[src/rtl/tetris_pkg.sv]
// Shared constants and the gravity-period helper for the Tetris input front end.
package tetris_pkg;

    localparam int unsigned NUM_KEYS = 7;
    localparam int unsigned LEVEL_W  = 4;

    localparam int unsigned KEY_UP    = 0;
    localparam int unsigned KEY_DOWN  = 1;
    localparam int unsigned KEY_LEFT  = 2;
    localparam int unsigned KEY_RIGHT = 3;
    localparam int unsigned KEY_SPACE = 4;
    localparam int unsigned KEY_ENTER = 5;
    localparam int unsigned KEY_EXC   = 6;

    // max(base - level*step, pmin) without letting the subtraction wrap
    function automatic logic [31:0] grav_period(
        input logic [LEVEL_W-1:0] level,
        input logic [31:0]        base,
        input logic [31:0]        step,
        input logic [31:0]        pmin
    );
        logic [31:0] sub;
        sub = 32'(level) * step;
        if (sub >= base || (base - sub) < pmin) begin
            return pmin;
        end
        return base - sub;
    endfunction

endpackage

[src/rtl/key_debounce.sv]
// One button: 2-flop synchroniser, hold-time debouncer and registered rising-edge pulse.
module key_debounce #(
    parameter int unsigned DEB_CYCLES = 1_000_000
) (
    input  logic clk,
    input  logic rstn,
    input  logic btn,
    output logic stable,
    output logic pulse
);

    localparam int unsigned     CW       = $clog2(DEB_CYCLES + 1);
    localparam logic [CW-1:0]   CNT_LAST = CW'(DEB_CYCLES - 1);

    logic          sync1_q, sync1_d;
    logic          sync2_q, sync2_d;
    logic          stable_q, stable_d;
    logic          prev_q, prev_d;
    logic          pulse_q, pulse_d;
    logic [CW-1:0] cnt_q, cnt_d;

    always_comb begin
        sync1_d  = btn;
        sync2_d  = sync1_q;
        stable_d = stable_q;
        cnt_d    = '0;
        if (sync2_q != stable_q) begin
            if (cnt_q == CNT_LAST) begin
                stable_d = ~stable_q;
            end else begin
                cnt_d = cnt_q + 1'b1;
            end
        end
        prev_d  = stable_q;
        pulse_d = stable_q & ~prev_q;
    end

    always_ff @(posedge clk or negedge rstn) begin
        if (!rstn) begin
            sync1_q  <= 1'b0;
            sync2_q  <= 1'b0;
            stable_q <= 1'b0;
            prev_q   <= 1'b0;
            pulse_q  <= 1'b0;
            cnt_q    <= '0;
        end else begin
            sync1_q  <= sync1_d;
            sync2_q  <= sync2_d;
            stable_q <= stable_d;
            prev_q   <= prev_d;
            pulse_q  <= pulse_d;
            cnt_q    <= cnt_d;
        end
    end

    assign stable = stable_q;
    assign pulse  = pulse_q;

endmodule

[src/rtl/tetris_input_ctrl.sv]
// Tetris input front end: debounced key pulses, L/R cancel, gravity tick.
// Define AUTOREPEAT_EN to make down/left/right repeat while held.
module tetris_input_ctrl
    import tetris_pkg::*;
#(
    parameter int unsigned DEB_CYCLES = 1_000_000,
    parameter int unsigned REP_DELAY  = 20_000_000,
    parameter int unsigned REP_RATE   = 5_000_000,
    parameter int unsigned GRAV_BASE  = 50_000_000,
    parameter int unsigned GRAV_STEP  = 4_000_000,
    parameter int unsigned GRAV_MIN   = 5_000_000
) (
    input  logic         clk,
    input  logic         rstn,
    input  logic         btn_up,
    input  logic         btn_down,
    input  logic         btn_left,
    input  logic         btn_right,
    input  logic         btn_space,
    input  logic         btn_enter,
    input  logic         btn_exc,
    input  logic         pause,
    input  logic [3:0]   level,
    output logic         up,
    output logic         down,
    output logic         left,
    output logic         right,
    output logic         space,
    output logic         enter,
    output logic         exc,
    output logic         drop
);

    logic [NUM_KEYS-1:0] raw, stable, pulse, key_out;
    logic [NUM_KEYS-1:0] out_q, out_d;
    logic                lr_both;
    logic                stable_unused;
    logic [31:0]         period;
    logic [31:0]         grav_cnt_q, grav_cnt_d;
    logic                drop_q, drop_d;

    assign raw[KEY_UP]    = btn_up;
    assign raw[KEY_DOWN]  = btn_down;
    assign raw[KEY_LEFT]  = btn_left;
    assign raw[KEY_RIGHT] = btn_right;
    assign raw[KEY_SPACE] = btn_space;
    assign raw[KEY_ENTER] = btn_enter;
    assign raw[KEY_EXC]   = btn_exc;

    for (genvar i = 0; i < NUM_KEYS; i++) begin : g_key
        key_debounce #(.DEB_CYCLES(DEB_CYCLES)) u_deb (
            .clk    (clk),
            .rstn   (rstn),
            .btn    (raw[i]),
            .stable (stable[i]),
            .pulse  (pulse[i])
        );
    end

    assign lr_both       = stable[KEY_LEFT] & stable[KEY_RIGHT];
    assign stable_unused = ^stable;

`ifdef AUTOREPEAT_EN
    localparam int unsigned NUM_REP = 3;
    localparam int unsigned REP_IDX [NUM_REP] = '{KEY_DOWN, KEY_LEFT, KEY_RIGHT};
    localparam logic [31:0] REP_FIRST_LAST = 32'(REP_DELAY - 1);
    localparam logic [31:0] REP_NEXT_LAST  = 32'(REP_RATE - 1);

    logic [31:0]         rep_cnt_q [NUM_REP];
    logic [31:0]         rep_cnt_d [NUM_REP];
    logic [NUM_REP-1:0]  rep_phase_q, rep_phase_d;
    logic [NUM_KEYS-1:0] rep_fire;

    // Phase 0 waits REP_DELAY after the press pulse, phase 1 repeats every REP_RATE.
    always_comb begin
        rep_fire = '0;
        for (int unsigned j = 0; j < NUM_REP; j++) begin
            rep_cnt_d[j]   = rep_cnt_q[j] + 32'd1;
            rep_phase_d[j] = rep_phase_q[j];
            if (!stable[REP_IDX[j]] || pulse[REP_IDX[j]] ||
                (lr_both && REP_IDX[j] != KEY_DOWN)) begin
                rep_cnt_d[j]   = '0;
                rep_phase_d[j] = 1'b0;
            end else if (rep_cnt_q[j] == (rep_phase_q[j] ? REP_NEXT_LAST : REP_FIRST_LAST)) begin
                rep_cnt_d[j]           = '0;
                rep_phase_d[j]         = 1'b1;
                rep_fire[REP_IDX[j]]   = 1'b1;
            end
        end
    end

    always_ff @(posedge clk or negedge rstn) begin
        if (!rstn) begin
            for (int unsigned j = 0; j < NUM_REP; j++) begin
                rep_cnt_q[j] <= '0;
            end
            rep_phase_q <= '0;
        end else begin
            for (int unsigned j = 0; j < NUM_REP; j++) begin
                rep_cnt_q[j] <= rep_cnt_d[j];
            end
            rep_phase_q <= rep_phase_d;
        end
    end
`endif

    always_comb begin
        key_out = pulse;
        if (lr_both) begin
            key_out[KEY_LEFT]  = 1'b0;
            key_out[KEY_RIGHT] = 1'b0;
        end
`ifdef AUTOREPEAT_EN
        key_out = key_out | rep_fire;
`endif
        out_d = key_out;
    end

    assign period = grav_period(level, 32'(GRAV_BASE), 32'(GRAV_STEP), 32'(GRAV_MIN));

    // space/enter restart the fall timer and win over a coincident tick
    always_comb begin
        grav_cnt_d = grav_cnt_q;
        drop_d     = 1'b0;
        if (key_out[KEY_SPACE] || key_out[KEY_ENTER]) begin
            grav_cnt_d = '0;
        end else if (!pause) begin
            if (grav_cnt_q >= period - 32'd1) begin
                grav_cnt_d = '0;
                drop_d     = 1'b1;
            end else begin
                grav_cnt_d = grav_cnt_q + 32'd1;
            end
        end
    end

    always_ff @(posedge clk or negedge rstn) begin
        if (!rstn) begin
            out_q      <= '0;
            drop_q     <= 1'b0;
            grav_cnt_q <= '0;
        end else begin
            out_q      <= out_d;
            drop_q     <= drop_d;
            grav_cnt_q <= grav_cnt_d;
        end
    end

    assign up    = out_q[KEY_UP];
    assign down  = out_q[KEY_DOWN];
    assign left  = out_q[KEY_LEFT];
    assign right = out_q[KEY_RIGHT];
    assign space = out_q[KEY_SPACE];
    assign enter = out_q[KEY_ENTER];
    assign exc   = out_q[KEY_EXC];
    assign drop  = drop_q;

endmodule

[config.mk]
export PLATFORM = sky130hd
export DESIGN_NAME = tetris_input_ctrl
export DESIGN_NICKNAME = d
export VERILOG_FILES = /design/src/rtl/tetris_pkg.sv /design/src/rtl/key_debounce.sv /design/src/rtl/tetris_input_ctrl.sv
export SDC_FILE = /design/constraint.sdc
export NUM_CORES = 1
export LEC_CHECK = 0
export CORE_MARGIN = 10
export CORE_UTILIZATION = 35
export CTS_CLUSTER_DIAMETER = 80
export DETAILED_ROUTE_END_ITERATION = 16
export MAX_ROUTING_LAYER = met4
export PLACE_DENSITY = 0.5
export SLEW_MARGIN = 20
export SYNTH_ARGS = -nofsm -noshare
export SYNTH_HDL_FRONTEND = slang
export SYNTH_SLANG_ARGS = --single-unit
[constraint.sdc]
create_clock -name clk -period 6.3 [get_ports clk]
set_input_delay 0.63 -clock clk [delete_from_list [all_inputs] [get_ports clk]]
set_output_delay 0.63 -clock clk [all_outputs]
set_load 0.02 [all_outputs]
Yosys cells after proc, flatten, opt, wreduce, memory -nomap -nowiden:

Index checks and enable logic that the tools add are counted.

* output and inout bits: 8
* bits in registers: 215
* logic and storage cells: 129

* multiply operators: 1
* $add $sub $neg: 10
* reduce and logical (&&, ||, !) cells: 9
* $lt $le $gt $ge: 3
* bitwise gates (word level): 22
* multiplexer cells: 24
* equal/unequal tests: 15

Operators by type and width (number)
* 20-bit two-way mux: 14
* 32-bit two-way mux: 5
* 20-bit by 1-bit adder with 20-bit output (second input constant): 7
* 20-bit == test (second input constant): 7
* 32-bit by 1-bit adder with 32-bit output (second input constant): 1
* 32-bit greater-or-equal comparator: 1
* 32-bit by 23-bit < comparator with 1-bit output (second input constant): 1
* 32-bit by 1-bit subtractor with 32-bit output (second input constant): 1
* 26-bit by 26-bit subtractor with 27-bit output (first input constant): 1
* 26-bit greater-or-equal comparator (second input constant): 1
* 4-bit by 14-bit multiplier with 18-bit output (second input constant): 1
* 1-bit inverter: 14
* 2-bit AND reduction: 7
* 1-bit AND: 8
* 1-bit != test: 7
* 1-bit two-way mux: 4
* 1-bit logical OR: 2
* 2-bit two-way mux: 1
* 2-bit by 1-bit != test with 1-bit output (second input constant): 1

Logic depth before layout (Yosys ltp):

* word-level depth: 11
* mapped depth: 23
* mapped depth without buffers: 20

Cells and area by module:

Synthesis repeated with hierarchy kept, for this count alone.

* cells, all modules: 1223
* area, all modules: 12176.7 µm²

By module, submodules not included
* key_debounce (g_key[0].u_deb ...): area each 1171.1 µm², instances 6, cells an instance 109
* tetris_input_ctrl: area each 3983.8 µm², instances 1, cells an instance 458
* key_debounce (g_key[6].u_deb): area each 1166.1 µm², instances 1, cells an instance 111

Worst setup path before layout:

Ideal clock, no wire load.

* path type: input port to flip-flop
* start point: in level[1]
* end point: reg grav_cnt_q[23]
* arrival time: 5523 ps
* setup time: 79 ps
* stages: 22
* path slack: 698 ps
* cell sequence: buf_6 > inv_1 > ha_1 > fa_1 > fa_1 > nand2_1 > a311o_1 > a21o_1 > a41oi_4 > nand2b_4 > nand2_2 > a2bb2oi_1 > ha_1 > a21o_1 > a21oi_1 > o221a_2 > o211ai_1 > a211oi_4 > buf_2 > buf_2 > nand2_1 > mux2i_1

* word-level cells in the longest chain between the ends: 11

Ends and longest elaborated chain
* start: declaration: line tetris_input_ctrl.sv:23 `input logic [3:0] level,`
* 4-bit by 14-bit multiplier with 18-bit output (*): line tetris_pkg.sv:23 `sub = 32'(level) * step;`
* 26-bit by 26-bit subtractor with 27-bit output: line tetris_pkg.sv:24, tetris_pkg.sv:27
* 32-bit by 23-bit < comparator with 1-bit output: line tetris_pkg.sv:24 `if (sub >= base || (base - sub) < pmin) begin`
* 1-bit logical OR: line tetris_pkg.sv:24
* 1-bit two-way mux: line tetris_pkg.sv:24
* 32-bit two-way mux (*): line tetris_pkg.sv:27 `return base - sub;`
* 32-bit by 1-bit subtractor with 32-bit output (*): line tetris_input_ctrl.sv:128 `if (grav_cnt_q >= period - 32'd1) begin`
* 32-bit greater-or-equal comparator (*): line tetris_input_ctrl.sv:128
* 32-bit two-way mux (*): line tetris_input_ctrl.sv:128
* 32-bit two-way mux (*): line tetris_input_ctrl.sv:127 `end else if (!pause) begin`
* 32-bit two-way mux (*): line tetris_input_ctrl.sv:125 `if (key_out[KEY_SPACE] || key_out[KEY_ENTER]) begin`
* end signal: assignment: line tetris_input_ctrl.sv:145 `grav_cnt_q <= grav_cnt_d;`
* end: declaration: line tetris_input_ctrl.sv:39 `logic [31:0] grav_cnt_q, grav_cnt_d;`

Mark *: on every way between the ends. The rest lies on a longest branch, timed or not. The select of a mux whose other input is x is not followed.
A chain may end at the register's enable or synchronous reset.

Final worst setup path:

* start point: in level[1]
* end point: reg grav_cnt_q[13]

Same word-level chain as after synthesis.

==> key figures <==
Pwr
  – P_leak: 5.90 nW
  – VDD IR max: 204 uV
  – PwrDens: 263 nW/um^2

Die
  – IO Pins: 22
  – Die area: 41,400 sq um
  – Initial Utilization: 35.3%
  – Area of the core: 33,400 sq um
  – Cell row count: 67
  – Die width: 204 um
  – Die Ht: 204 um

Drt
  – DRT antenna net count: 0
  – Detailed Routing Iterations Pass 1: 4
  – Vias per cell: 4.92
  – Final WL: 23,200 um
  – Vias after detailed routing: 8,415
  – DRT iter0 DRCs: 504
  – WL/cell: 13.6 um
  – DRC viols: 0

Logic synthesis
  – Mapped Avg Cell Area: 9.72 sq um
  – Cell variety after synth: 79
  – Post-synthesis sequential area ratio: 45.6%
  – Post-synth net total: 1,285
  – Ys flop type: dfrtp_1
  – Async set-reset flop share out of synthesis: 100%
  – Gate Count Post-Synth: 1,213
  – Syn Std Cell Area: 11,800 sq um
  – FF+latch count, synth: 215
  – YS warnings: 0
  – EDFF count, synth: 0

Timing
  – Slew margin rel.: 41.7%
  – Post-route clock period utilization: 90.9%
  – Min Hold Slack: 53.3 ps
  – Final hold vios: 0
  – Final Skew: 22.1 ps
  – RSZ-0062 raised after global routing: no
  – Max Freq: 175 MHz
  – Max Slew Vio Count: 0
  – Least-Margin Pin Slew: 875 ps
  – Fin Setup TNS: 0 ps
  – Period minus WS final: 5730 ps
  – Final setup fails: 0
  – PnR worst setup slack: 573 ps

Worst setup path
  – Worst path cell trace: clkdlybuf4s50_1 -> fa_1 -> inv_1 -> fa_1 -> inv_1 -> ha_1 -> o21ai_0 -> o2111ai_1 -> nor3_2 -> a21oi_1 -> o21bai_2 -> nand2_2 -> o2bb2ai_1 -> ha_1 -> a2111o_1 -> a31oi_1 -> o21a_1 -> o31ai_2 -> a21oi_1 -> nand2_1 -> o311ai_0
  – CP Capture Type: flop
  – Startpoint types: primary input
  – Type of the worst setup path: in2reg
  – Crit-path max cell delay: 580 ps
  – CP delay by family, top: compound AO/OA/AOI/OAI gates
  – CP max stage cell: fa_1
  – CP Buf/Inv Count: 3
  – Critical path arrival: 6120 ps
  – CP required: 6690 ps
  – Crit Path Max Fanout: 10

Place
  – Port bufs: 21
  – GP Congestion: 0.783
  – Hpwl dp: 15,900 um
  – Post-place setup slack: 93.9 ps
  – Dpl cells: 1,670

GRT
  – Wire length of the first global-routing pass: 40,900 um
  – Vias in the first global route: 8,408
  – Largest net degree at the start of global routing: 156
  – All-Layer GR Usage: 11.6%
  – Total gr overflow: 0
  – Initial antenna violation count: 0

Clock network
  – Post-CTS resize count: 0
  – Post-CTS Hold Buffers: 0
  – Worst-path clk slew: 60 ps
  – CTS Buf Count: 24
  – CTS tree: built
  – Clock buffer depth: 3
  – Post-CTS setup buffer count: 0
  – Htree depth: 1
  – Clk sinks: 215
  – Clock latency on the worst-skew pair: 520 ps
  – Root buffer cell: clkbuf_16

Cells and area
  – Layout cells sized above 1: 7.92%
  – FILL cells: 3,341
  – Nets: 1,320
  – Fin cells: 1,710
  – Final core occ: 40.3%
  – Ant. Diodes: 0
  – Layout Area Growth over Synthesis: 14.0%

Min path
  – Worst hold path type: in2async

Run status
  – Status: finished clean

Job
  – Max-cap violations: 0
==> where the power goes <==
part	leakage (nW)	internal [mW]	total, mW	switching [mW]
registers	2.95	1.41	1.44	0.0319
clock network	0.403	0.909	1.47	0.564
logic	2.54	0.260	0.624	0.364
==> worst paths after layout <==
path | from | end | slack (ps) | cells past startpoint
setup / recovery | level[1] | grav_cnt_q[13] | 570 | 21
min in group clk | g_key[1].u_deb.sync1_q | g_key[1].u_deb.sync2_q | 350 | 0
hold / removal | rstn | g_key[1].u_deb.cnt_q[5] | 50 | 1
setup reg to reg | grav_cnt_q[29] | grav_cnt_q[17] | 3690 | 9
hold reg to reg | g_key[1].u_deb.sync1_q | g_key[1].u_deb.sync2_q | 350 | 0
max in group asynchronous | rstn | g_key[0].u_deb.cnt_q[19] | 5070 | 2
==> area by class of cell <==
cell class | count | area [sq um] | share of cell area (%)
clock buffer | 30 | 663 | 4.93
clock inverter | 10 | 174 | 1.29
inverter | 38 | 143 | 1.06
multi-input combinational | 929 | 6130 | 45.6
sequential | 215 | 5380 | 40.0
tap | 448 | 561 | 4.17
timing repair buffer | 40 | 395 | 2.94
==> sequential cells by signal, indices dropped and copies added (netlist names) <==
| register | cells |
|---|---|
| g_key.u_deb.cnt_q | 140 |
| out_q | 7 |
| drop | 1 |
| g_key.u_deb.pulse | 7 |
| g_key.u_deb.prev_q | 7 |
| g_key.u_deb.stable | 7 |
| grav_cnt_q | 32 |
| g_key.u_deb.sync2_q | 7 |
| g_key.u_deb.sync1_q | 7 |
==> cells in the mapped netlist (12+ instances only) <==
| library cell | n | share of area, % |
|---|---|---|
| nand4_1 | 34 | 1.8 |
| and2_1 | 12 | 0.64 |
| nor2_1 | 191 | 6.1 |
| dfrtp_1 | 215 | 46 |
| a21oi_1 | 38 | 1.6 |
| ha_1 | 53 | 5.6 |
| nand3_1 | 88 | 3.7 |
| nor3_1 | 20 | 0.85 |
| and3_1 | 44 | 2.3 |
| clkbuf_1 | 20 | 0.64 |
| inv_1 | 38 | 1.2 |
| xor2_1 | 87 | 6.5 |
| mux2i_1 | 17 | 1.4 |
| xnor2_1 | 63 | 4.7 |
| o21ai_0 | 19 | 0.81 |
| nand2_1 | 85 | 2.7 |
==> routing by layer <==
metal	track usage (%)	wire length (um)	vias to the layer above	part of all wire, %
li1	-	-	4289	-
met5	-	0	-	0
met3	1.65	656	27	2.8
met4	2.53	292	0	1.3
met1	16.5	12200	4032	53
met2	17.3	10100	67	43
==> cells in the final DEF, fill, tap and decap left out, types with 34 or more instances in the layout <==
master / count
a21oi_1: 38
inv_1: 38
xnor2_1: 63
dfrtp_1: 215
ha_1: 53
nor2_1: 191
nand2_1: 85
nand4_1: 34
xor2_1: 87
nand3_1: 88
and3_1: 44
==> logic make-up (layout without fill, tap and decap cells) <==
family	after synthesis	in the layout	share of synthesized area (%)
muxes	25	25	2.21
xor gates and xnor gates	150	150	11.1
buffers and inverters	69	118	2.41
AOI/OAI and AO/OA	136	136	8.17
DFF	215	215	45.6
and+or+nand+nor	560	560	24.0
adders and majority gates	58	58	6.47
==> per-stage QoR <==
step	power, mW	area, sq um
finish	3.54	13400
global route	3.74	13400
CTS	3.59	13400
detailed placement	2.09	12600
global placement	2.09	12600
floorplan	1.90	11800
(Power assumes the default switching activity.)
